## src/rtl/ssp_frame_ctrl.sv

```systemverilog
// ssp_frame_ctrl: master-mode SSP frame sequencer between the TX FIFO, the RX FIFO and the SSP pins
module ssp_frame_ctrl #(
  parameter int DATA_W  = 8,
  parameter int CLK_DIV = 2
) (
  input  logic              PCLK,
  input  logic              CLEAR_B,
  input  logic              enable,
  input  logic [DATA_W-1:0] TxData,
  input  logic              tx_empty,
  output logic              tx_pop,
  input  logic              rx_full,
  output logic [DATA_W-1:0] RxData,
  output logic              rx_ready,
  output logic              SSPCLKOUT,
  output logic              SSPFSSOUT,
  output logic              SSPTXD,
  output logic              SSPOE_B,
  input  logic              SSPRXD,
  output logic              busy
);
  localparam int HW = CLK_DIV > 1 ? $clog2(CLK_DIV) : 1;
  localparam int BW = $clog2(DATA_W);
  localparam logic [HW-1:0] HMAX = HW'(CLK_DIV - 1);
  typedef enum logic [1:0] {IDLE, SYNC, SHIFT, PUSH} state_t;
  state_t state_q, state_d;
  logic [HW-1:0] hcnt_q, hcnt_d;
  logic ph_q, ph_d;
  logic [BW-1:0] bit_q, bit_d;
  logic [DATA_W-1:0] tx_q, tx_d, rx_q, rx_d, rxd_q, rxd_d;
  logic rdy_q, rdy_d;
  logic run, htick, start;
  assign run = state_q == SYNC || state_q == SHIFT;
  assign htick = run && hcnt_q == HMAX;
  assign start = enable && !tx_empty;
  assign SSPCLKOUT = run && ph_q;
  assign SSPFSSOUT = state_q == SYNC;
  assign SSPTXD = state_q == SHIFT && tx_q[DATA_W-1];
  assign SSPOE_B = state_q == IDLE;
  assign busy = state_q != IDLE;
  assign RxData = rxd_q;
  assign rx_ready = rdy_q;
  // next state: divider/phase advance while framing, FIFO handshakes in IDLE and PUSH
  always_comb begin
    state_d = state_q;
    hcnt_d = run ? (htick ? '0 : hcnt_q + 1'b1) : '0;
    ph_d = run ? ph_q ^ htick : 1'b0;
    bit_d = bit_q;
    tx_d = tx_q;
    rx_d = rx_q;
    rxd_d = rxd_q;
    rdy_d = 1'b0;
    tx_pop = 1'b0;
    case (state_q)
      IDLE: if (start && !rx_full) begin
        tx_pop = 1'b1;
        tx_d = TxData;
        state_d = SYNC;
      end
      SYNC: if (htick && ph_q) begin
        state_d = SHIFT;
        bit_d = BW'(DATA_W - 1);
      end
      SHIFT: if (htick) begin
        if (!ph_q) rx_d = {rx_q[DATA_W-2:0], SSPRXD};
        else begin
          tx_d = tx_q << 1;
          if (bit_q == '0) state_d = PUSH;
          else bit_d = bit_q - 1'b1;
        end
      end
      PUSH: if (!rx_full) begin
        rdy_d = 1'b1;
        rxd_d = rx_q;
        tx_pop = start;
        tx_d = start ? TxData : tx_q;
        state_d = start ? SYNC : IDLE;
      end
      default: state_d = IDLE;
    endcase
  end
  // state registers; reset discards any partial frame
  always_ff @(posedge PCLK or negedge CLEAR_B) begin
    if (!CLEAR_B) begin
      state_q <= IDLE;
      hcnt_q <= '0;
      ph_q <= 1'b0;
      bit_q <= '0;
      tx_q <= '0;
      rx_q <= '0;
      rxd_q <= '0;
      rdy_q <= 1'b0;
    end else begin
      state_q <= state_d;
      hcnt_q <= hcnt_d;
      ph_q <= ph_d;
      bit_q <= bit_d;
      tx_q <= tx_d;
      rx_q <= rx_d;
      rxd_q <= rxd_d;
      rdy_q <= rdy_d;
    end
  end
endmodule
```

## config.mk

```make
export PLATFORM = sky130hd
export DESIGN_NAME = ssp_frame_ctrl
export DESIGN_NICKNAME = d
export VERILOG_FILES = /design/src/rtl/ssp_frame_ctrl.sv
export SDC_FILE = /design/constraint.sdc
export NUM_CORES = 1
export LEC_CHECK = 0
export CAP_MARGIN = 10
export CORE_MARGIN = 2
export CORE_UTILIZATION = 45
export DETAILED_ROUTE_END_ITERATION = 7
export GPL_ROUTABILITY_DRIVEN = 0
export PLACE_DENSITY = 0.7
export SYNTH_ARGS = -nofsm -noshare
export SYNTH_HDL_FRONTEND = slang
export SYNTH_SLANG_ARGS = --single-unit
```

## constraint.sdc

```tcl
create_clock -name PCLK -period 2.13 [get_ports PCLK]
set_input_delay 0.5325 -clock PCLK [delete_from_list [all_inputs] [get_ports PCLK]]
set_output_delay 0.5325 -clock PCLK [all_outputs]
set_load 0.005 [all_outputs]
```

==> results of run 1 <==
[critical path, cell delays in order]
cell,delay (ns)
clkdlybuf4s50_1,0.42
or3b_4,0.38
nor3b_2,0.15
buf_2,0.13
[kinds of logic (layout without fill, tap and decap cells)]
family	count (synthesis)	after routing	share of synthesized area, %
AO/OA/AOI/OAI	19	19	9.717
adder cells (fa/ha/maj)	8	8	6.478
buffers and inverters	14	62	3.967
flip-flops	32	32	51.82
multiplexers	24	24	16.92
AND/OR/NAND/NOR	29	29	11.09
[through the flow]
step                      util (%)  setup WS [ns]  cells  hold slack (ns)  area [µm²]
after floorplan                  -         0.2432    126           0.2369        1545
after global placement       59.03        -0.4899    207           0.4873        1954
after detailed placement     59.03        -0.4929    207           0.4963        1954
after CTS                    63.08       -0.07807    220           0.5118        2088
after global routing         63.72       -0.05272    220           0.5300        2110
final                        63.72      -0.007879    220           0.5040        2110
[where the power goes]
group          total, mW  switching [mW]  internal (mW)
logic               1.79           0.773           1.02
clock network      0.448           0.202          0.246
registers           1.08           0.168          0.913
total               3.32            1.14           2.18
[synth_stat cells, types with 2 or more instances]
| library cell | number |
|---|---|
| inv_1 | 10 |
| a21oi_2 | 3 |
| dfrtp_1 | 32 |
| a21oi_1 | 9 |
| nand2_1 | 3 |
| and4b_1 | 2 |
| nor2_1 | 7 |
| a311oi_1 | 3 |
| nor2b_1 | 3 |
| and2_1 | 3 |
| ha_1 | 8 |
| or2_2 | 2 |
| mux2i_1 | 7 |
| mux2_2 | 17 |
[metal layers]
layer	share of wire, %	GRT usage [%]	vias to the layer above	wire (µm)
met5	0	0	-	0
met4	2.6	7.500	0	74
met3	5.0	5.045	12	146
met2	52	28.63	29	1508
met1	40	19.47	527	1170
li1	-	-	530	-
[final timing paths]
kind | from | endpoint | slack [ns]
setup / recovery | tx_empty | tx_pop | -0.008
hold / removal | hcnt_q | hcnt_q | 0.50
setup reg to reg | state_q[1] | state_q[1] | 0.18
hold reg to reg | hcnt_q | hcnt_q | 0.50
max in group asynchronous | CLEAR_B | rx_q[1] | 1.24
min in group asynchronous | CLEAR_B | tx_q[7] | 0.60
[registers in the layout, summed over array words and instances (netlist names)]
| name | cells |
|---|---|
| rx_ready | 1 |
| state_q | 2 |
| hcnt_q | 1 |
| rx_q | 8 |
| tx_q | 8 |
| ph_q | 1 |
| bit_q | 3 |
| RxData | 8 |
[layout make-up]
type	instances	area [µm²]	share of cell area [%]
inverters	10	37.54	1.779
clock inverters	2	35.03	1.661
flip-flops and latches	32	800.8	37.96
repair buffers	44	414.1	19.63
multi-input cells	80	723.2	34.28
well taps	46	57.56	2.728
clock buffers	6	41.29	1.957
[what timing repair did]
action | in CTS | in global routing
resized for setup | 14 | 6
endpoints found under the setup margin | 6 | 3
pin swaps | 1 | 1
setup buffers | 5 | 0
hold buffers | 0 | 0
==> results.sh, run 1 <==
export IMPL_fin_crit_ns=2.138
export IMPL_grt_pass1_wl_mm=5.133
export IMPL_period_share_pct=100.4
export IMPL_crit_arrival_ns=1.61
export IMPL_fmax_mhz=467.8
export IMPL_dieArea_um2=3919
export IMPL_final_layout_size_suffix_gt1_share_pct=31.03
export IMPL_startpoint_type="input pin"
export IMPL_p_leak_nw=0.9773
export IMPL_timing_slew_headroom_pct=73.23
export IMPL_setup_tns_ns=-0.007879
export IMPL_outcome="finished with violations"
export IMPL_nets=195
export IMPL_syn_nets=148
export IMPL_synth_top_area_share_pct=51.82
export IMPL_crit_required_ns=1.60
export IMPL_hold_viol_final=0
export IMPL_num_rows=21
export IMPL_final_antenna_net_count=0
export IMPL_crit_type="input pin to output port"
export IMPL_mostFrequentLayoutCells="dfrtp_1 (32), clkdlybuf4s50_1 (20), mux2_2 (17)"
export IMPL_slew_viol_final=0
export IMPL_syn_to_final_growth_pct=36.52
export IMPL_synth_area_leaders="dfrtp_1 (52%), mux2_2 (12%), ha_1 (6.5%)"
export IMPL_setup_ws_ns=-0.007879
export IMPL_min_path_type="register to register"
export IMPL_synth_area_leader_cell="dfrtp_1"
export IMPL_avgSynthCellArea_um2=12.26
export IMPL_drt_total_wl_mm=2.900
export IMPL_die_h_um=62.60
export IMPL_h_tree_depth=2
export IMPL_firstDrtPassIters=4
export IMPL_min_path_cells=1
export IMPL_violations="negative setup slack"
export IMPL_rsz0062_at_grt="true"
export IMPL_clock_latency_ns=0.33
export IMPL_grt_pass1_vias=1178
export IMPL_async_flop_share_pct=100.0
export IMPL_wl_per_cell_um=13.18
export IMPL_drt_iter0_markers=63
export IMPL_syn_area_um2=1545
export IMPL_cts_made_buffers=5
export IMPL_antenna_found_initial=0
export IMPL_netlist_instances=126
export IMPL_synth_seq_area_share_pct=51.82
export IMPL_fin_total_pwr_mw=3.324
export IMPL_clockBufferDepth=2
export IMPL_design_core_area_um2=3311
export IMPL_vias=1098
export IMPL_ir_drop_mv=0.6751
export IMPL_worst_slew_pin_slew_ns=0.4016
export IMPL_cts_root_buf="clkbuf_4"
export IMPL_grt_max_degree=33
export IMPL_cts_sinks=32
export IMPL_final_common_cell="dfrtp_1"
export IMPL_cts_tree="done"
export IMPL_path_clk_slew_ns=0.09
export IMPL_synth_seq_cells=32
export IMPL_grt_total_usage_pct=16.78
export IMPL_nFillCells=284
export IMPL_synthFlopType="dfrtp_1"
export IMPL_power_density_nw_per_um2=1576
export IMPL_io_buffers=28
export IMPL_maxCapViolCount=0
export IMPL_worstSetupEndpointType="output port"
export IMPL_ios=29
export IMPL_grt_overflow_total=0
export IMPL_antenna_cells=0
export IMPL_r2r_worst_path_cells=9
export IMPL_drc=0
export IMPL_clock_skew_ns=0.004807
export IMPL_crit_fanout=2
export IMPL_ys_warnings_count=0
export IMPL_die_w_um=62.60
export IMPL_ys_types=31
export IMPL_dp_hpwl_mm=2.056
export IMPL_setup_violations_final=1
export IMPL_synth_edf_count=0
export IMPL_viasPerCell=4.991
export IMPL_start_util_pct=46.67
No activity file was read; power rests on OpenSTA's default activity.
==> run 2: changes to the inputs <==
--- a/config.mk
+++ b/config.mk
@@ -9,8 +9,9 @@
 export CORE_MARGIN = 2
 export CORE_UTILIZATION = 45
 export DETAILED_ROUTE_END_ITERATION = 7
+export DONT_BUFFER_PORTS = 1
 export GPL_ROUTABILITY_DRIVEN = 0
-export PLACE_DENSITY = 0.7
+export SKIP_CTS_REPAIR_TIMING = 1
 export SYNTH_ARGS = -nofsm -noshare
 export SYNTH_HDL_FRONTEND = slang
 export SYNTH_SLANG_ARGS = --single-unit
==> results.sh, run 2 (synthesized netlist as in run 1, its figures left out) <==
export IMPL_final_layout_size_suffix_gt1_share_pct=31.62
export IMPL_path_clk_slew_ns=0.10
export IMPL_maxCapViolCount=0
export IMPL_min_path_type="input pin to register"
export IMPL_grt_overflow_total=0
export IMPL_start_util_pct=46.67
export IMPL_dieArea_um2=3919
export IMPL_power_density_nw_per_um2=1634
export IMPL_highest_layer="met4"
export IMPL_wl_met2_mm=1.312
export IMPL_crit_required_ns=1.60
export IMPL_max_stage_delay_ns=0.40
export IMPL_clock_latency_ns=0.33
export IMPL_ir_drop_mv=0.7605
export IMPL_cts_tree="done"
export IMPL_worst_slew_pin_slew_ns=0.4536
export IMPL_cts_root_buf="clkbuf_4"
export IMPL_design_core_area_um2=3311
export IMPL_die_h_um=62.60
export IMPL_cpLargestDelayFamily="simple AND/OR/NAND/NOR gates"
export IMPL_drt_total_wl_mm=2.689
export IMPL_final_common_cell="dfrtp_1"
export IMPL_period_share_pct=95.78
export IMPL_viasPerCell=5.154
export IMPL_ios=29
export IMPL_outcome="completed"
export IMPL_grt_total_usage_pct=15.70
export IMPL_met3_length_um=136
export IMPL_timing_slew_headroom_pct=69.76
export IMPL_fin_util_pct=53.14
export IMPL_clockBufferDepth=2
export IMPL_hold_viol_final=0
export IMPL_grt_max_degree=33
export IMPL_startpoint_type="register"
export IMPL_fmax_mhz=490.2
export IMPL_cp_buffers_inverters=1
export IMPL_cts_made_buffers=5
export IMPL_crit_fanout=5
export IMPL_die_w_um=62.60
export IMPL_h_tree_depth=2
export IMPL_num_rows=21
export IMPL_p_leak_nw=0.7742
export IMPL_setup_violations_final=0
export IMPL_rsz0062_at_grt="false"
export IMPL_antenna_cells=0
export IMPL_setup_tns_ns=0
export IMPL_vias=938
export IMPL_crit_type="register to output port"
export IMPL_nets=157
export IMPL_wl_met1_mm=1.198
export IMPL_drc=0
export IMPL_firstDrtPassIters=4
export IMPL_worstSetupEndpointType="output port"
export IMPL_io_buffers=0
export IMPL_syn_to_final_growth_pct=13.85
export IMPL_dp_hpwl_mm=1.886
export IMPL_antenna_found_initial=0
export IMPL_clock_skew_ns=0.01051
export IMPL_mostFrequentLayoutCells="dfrtp_1 (31), mux2_2 (17), inv_1 (9), a21oi_1 (9)"
export IMPL_crit_chain="buf_4, ha_2, or2_4, nor3b_2"
export IMPL_grt_pass1_vias=972
export IMPL_slew_viol_final=0
export IMPL_wl_per_cell_um=14.77
export IMPL_cts_sinks=32
export IMPL_drt_iter0_markers=24
export IMPL_final_antenna_net_count=0
export IMPL_grt_pass1_wl_mm=4.740
export IMPL_crit_arrival_ns=1.51
export IMPL_slowest_stage="dfrtp_1"
export IMPL_fin_crit_ns=2.040
## run 2: final timing paths
check	cells past startpoint	endpoint	slack, ns	start
worst max-delay path	4	tx_pop	0.09	state_q[0]
worst min-delay path	2	tx_q[0]	0.34	TxData[0]
worst max register to register	6	rx_q[7]	0.23	state_q[1]
worst min register to register	1	RxData[7]	0.52	rx_q[7]
max in group asynchronous	2	state_q[1]	1.30	CLEAR_B
min in group asynchronous	2	bit_q[2]	0.64	CLEAR_B
## run 2: layout make-up
type,instances,area [µm²]
flip-flops and latches,32,802.0
well taps,46,57.56
repair buffers,6,60.06
clock inverters,2,35.03
clock buffers,6,41.29
multi-input cells,80,725.7
inverters,10,37.54
fillers,314,1551
## run 2: metrics by stage
| stage | power [mW] | area [µm²] | hold slack [ns] | instances | worst slack [ns] |
|---|---|---|---|---|---|
| floorplan | 2.073 | 1545 | 0.2369 | 126 | 0.2432 |
| global placement | 2.268 | 1602 | 0.2379 | 171 | 0.2030 |
| detailed placement | 2.329 | 1602 | 0.2378 | 171 | 0.1461 |
| CTS | 2.787 | 1678 | -0.1364 | 179 | -0.1545 |
| global route | 3.145 | 1759 | 0.3306 | 182 | 0.01411 |
| finish | 2.874 | 1759 | 0.3421 | 182 | 0.08991 |
## run 2: routing by layer
metal  vias up  GRT usage, %
met5         -             0
met4         0         5.000
met3         5         6.847
met1       462         19.83
met2        19         24.33
li1        452             -
## run 2: power by group
part	leakage [nW]	internal, mW	switching, mW
sequential	0.370	0.917	0.206
combinational	0.362	0.666	0.635
clock	0.0422	0.246	0.206
total	0.774	1.83	1.05
==> run 3: changes to the inputs <==
--- a/config.mk
+++ b/config.mk
@@ -11,6 +11,8 @@
 export DETAILED_ROUTE_END_ITERATION = 7
 export DONT_BUFFER_PORTS = 1
 export GPL_ROUTABILITY_DRIVEN = 0
+export RECOVER_POWER = 25
+export REMOVE_ABC_BUFFERS = 1
 export SKIP_CTS_REPAIR_TIMING = 1
 export SYNTH_ARGS = -nofsm -noshare
 export SYNTH_HDL_FRONTEND = slang
==> results.sh, run 3 (synthesized netlist as in run 1, its figures left out) <==
export IMPL_io_buffers=0
export IMPL_p_leak_nw=0.7663
export IMPL_outcome="finished with violations"
export IMPL_worst_slew_pin_slew_ns=1.694
export IMPL_maxCapViolCount=1
export IMPL_grt_total_usage_pct=15.29
export IMPL_h_tree_depth=2
export IMPL_timing_slew_headroom_pct=-12.95
export IMPL_nets=157
export IMPL_crit_arrival_ns=1.51
export IMPL_min_path_type="input pin to register"
export IMPL_vias=959
export IMPL_design_area_um2=1714
export IMPL_crit_fanout=5
export IMPL_grt_pass1_wl_mm=4.636
export IMPL_cts_made_buffers=5
export IMPL_syn_to_final_growth_pct=10.93
export IMPL_fin_util_pct=51.78
export IMPL_drt_iter0_markers=32
export IMPL_final_cell_count_no_fill=182
export IMPL_internal_power_mw=1.795
export IMPL_cts_root_buf="clkbuf_4"
export IMPL_fmax_mhz=488.5
export IMPL_start_util_pct=46.67
export IMPL_final_layout_size_suffix_gt1_share_pct=30.15
export IMPL_p_switching_mw=1.028
export IMPL_mostFrequentLayoutCells="dfrtp_1 (32), mux2_2 (17), inv_1 (9), a21oi_1 (9)"
export IMPL_design_core_area_um2=3311
export IMPL_slew_viol_final=33
export IMPL_drt_total_wl_mm=2.610
export IMPL_hold_viol_final=0
export IMPL_power_density_nw_per_um2=1647
export IMPL_dieArea_um2=3919
export IMPL_violations="max-capacitance violations, max-slew violations"
export IMPL_wl_per_cell_um=14.34
export IMPL_fin_crit_ns=2.047
export IMPL_num_rows=21
export IMPL_clock_skew_ns=0.008527
export IMPL_placed_area_um2=1609
export IMPL_setup_violations_final=0
export IMPL_dp_cells=172
export IMPL_viasPerCell=5.269
export IMPL_combPwrFrac_pct=44.3
export IMPL_drc=0
export IMPL_setup_ws_ns=0.08291
export IMPL_firstDrtPassIters=4
export IMPL_clock_latency_ns=0.33
export IMPL_die_w_um=62.60
export IMPL_startpoint_type="register"
export IMPL_antenna_cells=0
export IMPL_timing_hold_ws_ns=0.3502
export IMPL_grt_max_degree=33
export IMPL_crit_start="state_q[0]"
export IMPL_hp_start="TxData[0]"
export IMPL_final_common_cell="dfrtp_1"
export IMPL_cts_sinks=32
export IMPL_crit_type="register to output port"
export IMPL_p_sw_share_pct=36.40
export IMPL_period_share_pct=96.11
export IMPL_worstSetupEndpointType="output port"
export IMPL_grt_overflow_total=0
export IMPL_grt_pass1_vias=987
export IMPL_crit_required_ns=1.60
export IMPL_path_clk_slew_ns=0.10
export IMPL_dp_hpwl_mm=1.841
export IMPL_p_clk_share_pct=16.2
export IMPL_ios=29
export IMPL_die_h_um=62.60
export IMPL_dp_slack_ns=0.1473
export IMPL_crit_reg2reg_launch="state_q[1]"
export IMPL_clockBufferDepth=2
export IMPL_ir_drop_mv=1.019
export IMPL_final_antenna_net_count=0
export IMPL_p_seq_share_pct=39.5
export IMPL_cts_tree="done"
export IMPL_antenna_found_initial=0
[run 3: cell count changes in the layout (fill, tap and decap cells not counted), sizes merged]
cell / previous run / this run
clkinvlp: 0 / 1
dlygate4sd3: 1 / 0
[run 3: worst max-delay path, stage by stage (launching register included)]
cell and delay, ns:
dfrtp_1 0.42, inv_2 0.08, ha_1 0.31, buf_4 0.16, nor3b_2 0.23
[run 3: path summary, 6_finish.rpt]
kind	slack (ns)	endpoint	cells after the start
max in group asynchronous	0.52	rx_ready	1
worst min register to register	0.52	hcnt_q	1
min in group asynchronous	0.61	bit_q[2]	1
worst max register to register	0.12	state_q[1]	8
worst max-delay path	0.08	tx_pop	4
worst min-delay path	0.35	tx_q[0]	2
[run 3: area by class of cell]
cell class	count	area, µm²
sequential	32	800.8
inverter	10	37.54
fill	323	1597
clock inverter	3	42.54
timing repair buffer	6	45.04
clock buffer	5	37.54
multi-input combinational	80	693.2
tap	46	57.56
[run 3: metrics by stage]
step                      total power, mW   TNS, ns
after floorplan                     2.026         0
after detailed placement            2.337         0
after global routing                3.075  -0.04069
after global placement              2.272         0
final                               2.823         0
after CTS                           2.807   -0.1288
[run 3: power groups by stage]
stage | Combinational, mW | Clock (mW) | Sequential (mW)
2_1_floorplan | 0.953 | 0 | 1.07
3_3_place_gp | 1.15 | 0 | 1.12
3_5_place_dp | 1.20 | 0 | 1.14
4_1_cts | 1.21 | 0.480 | 1.12
5_1_grt | 1.41 | 0.502 | 1.16
6_report | 1.25 | 0.458 | 1.12
[run 3: layer usage]
layer | vias to the layer above | GRT usage, % | wire (µm)
li1 | 456 | - | -
met1 | 476 | 19.15 | 1209
met2 | 23 | 23.66 | 1224
met3 | 4 | 5.225 | 125
met4 | 0 | 7.500 | 50
met5 | - | 0 | 0
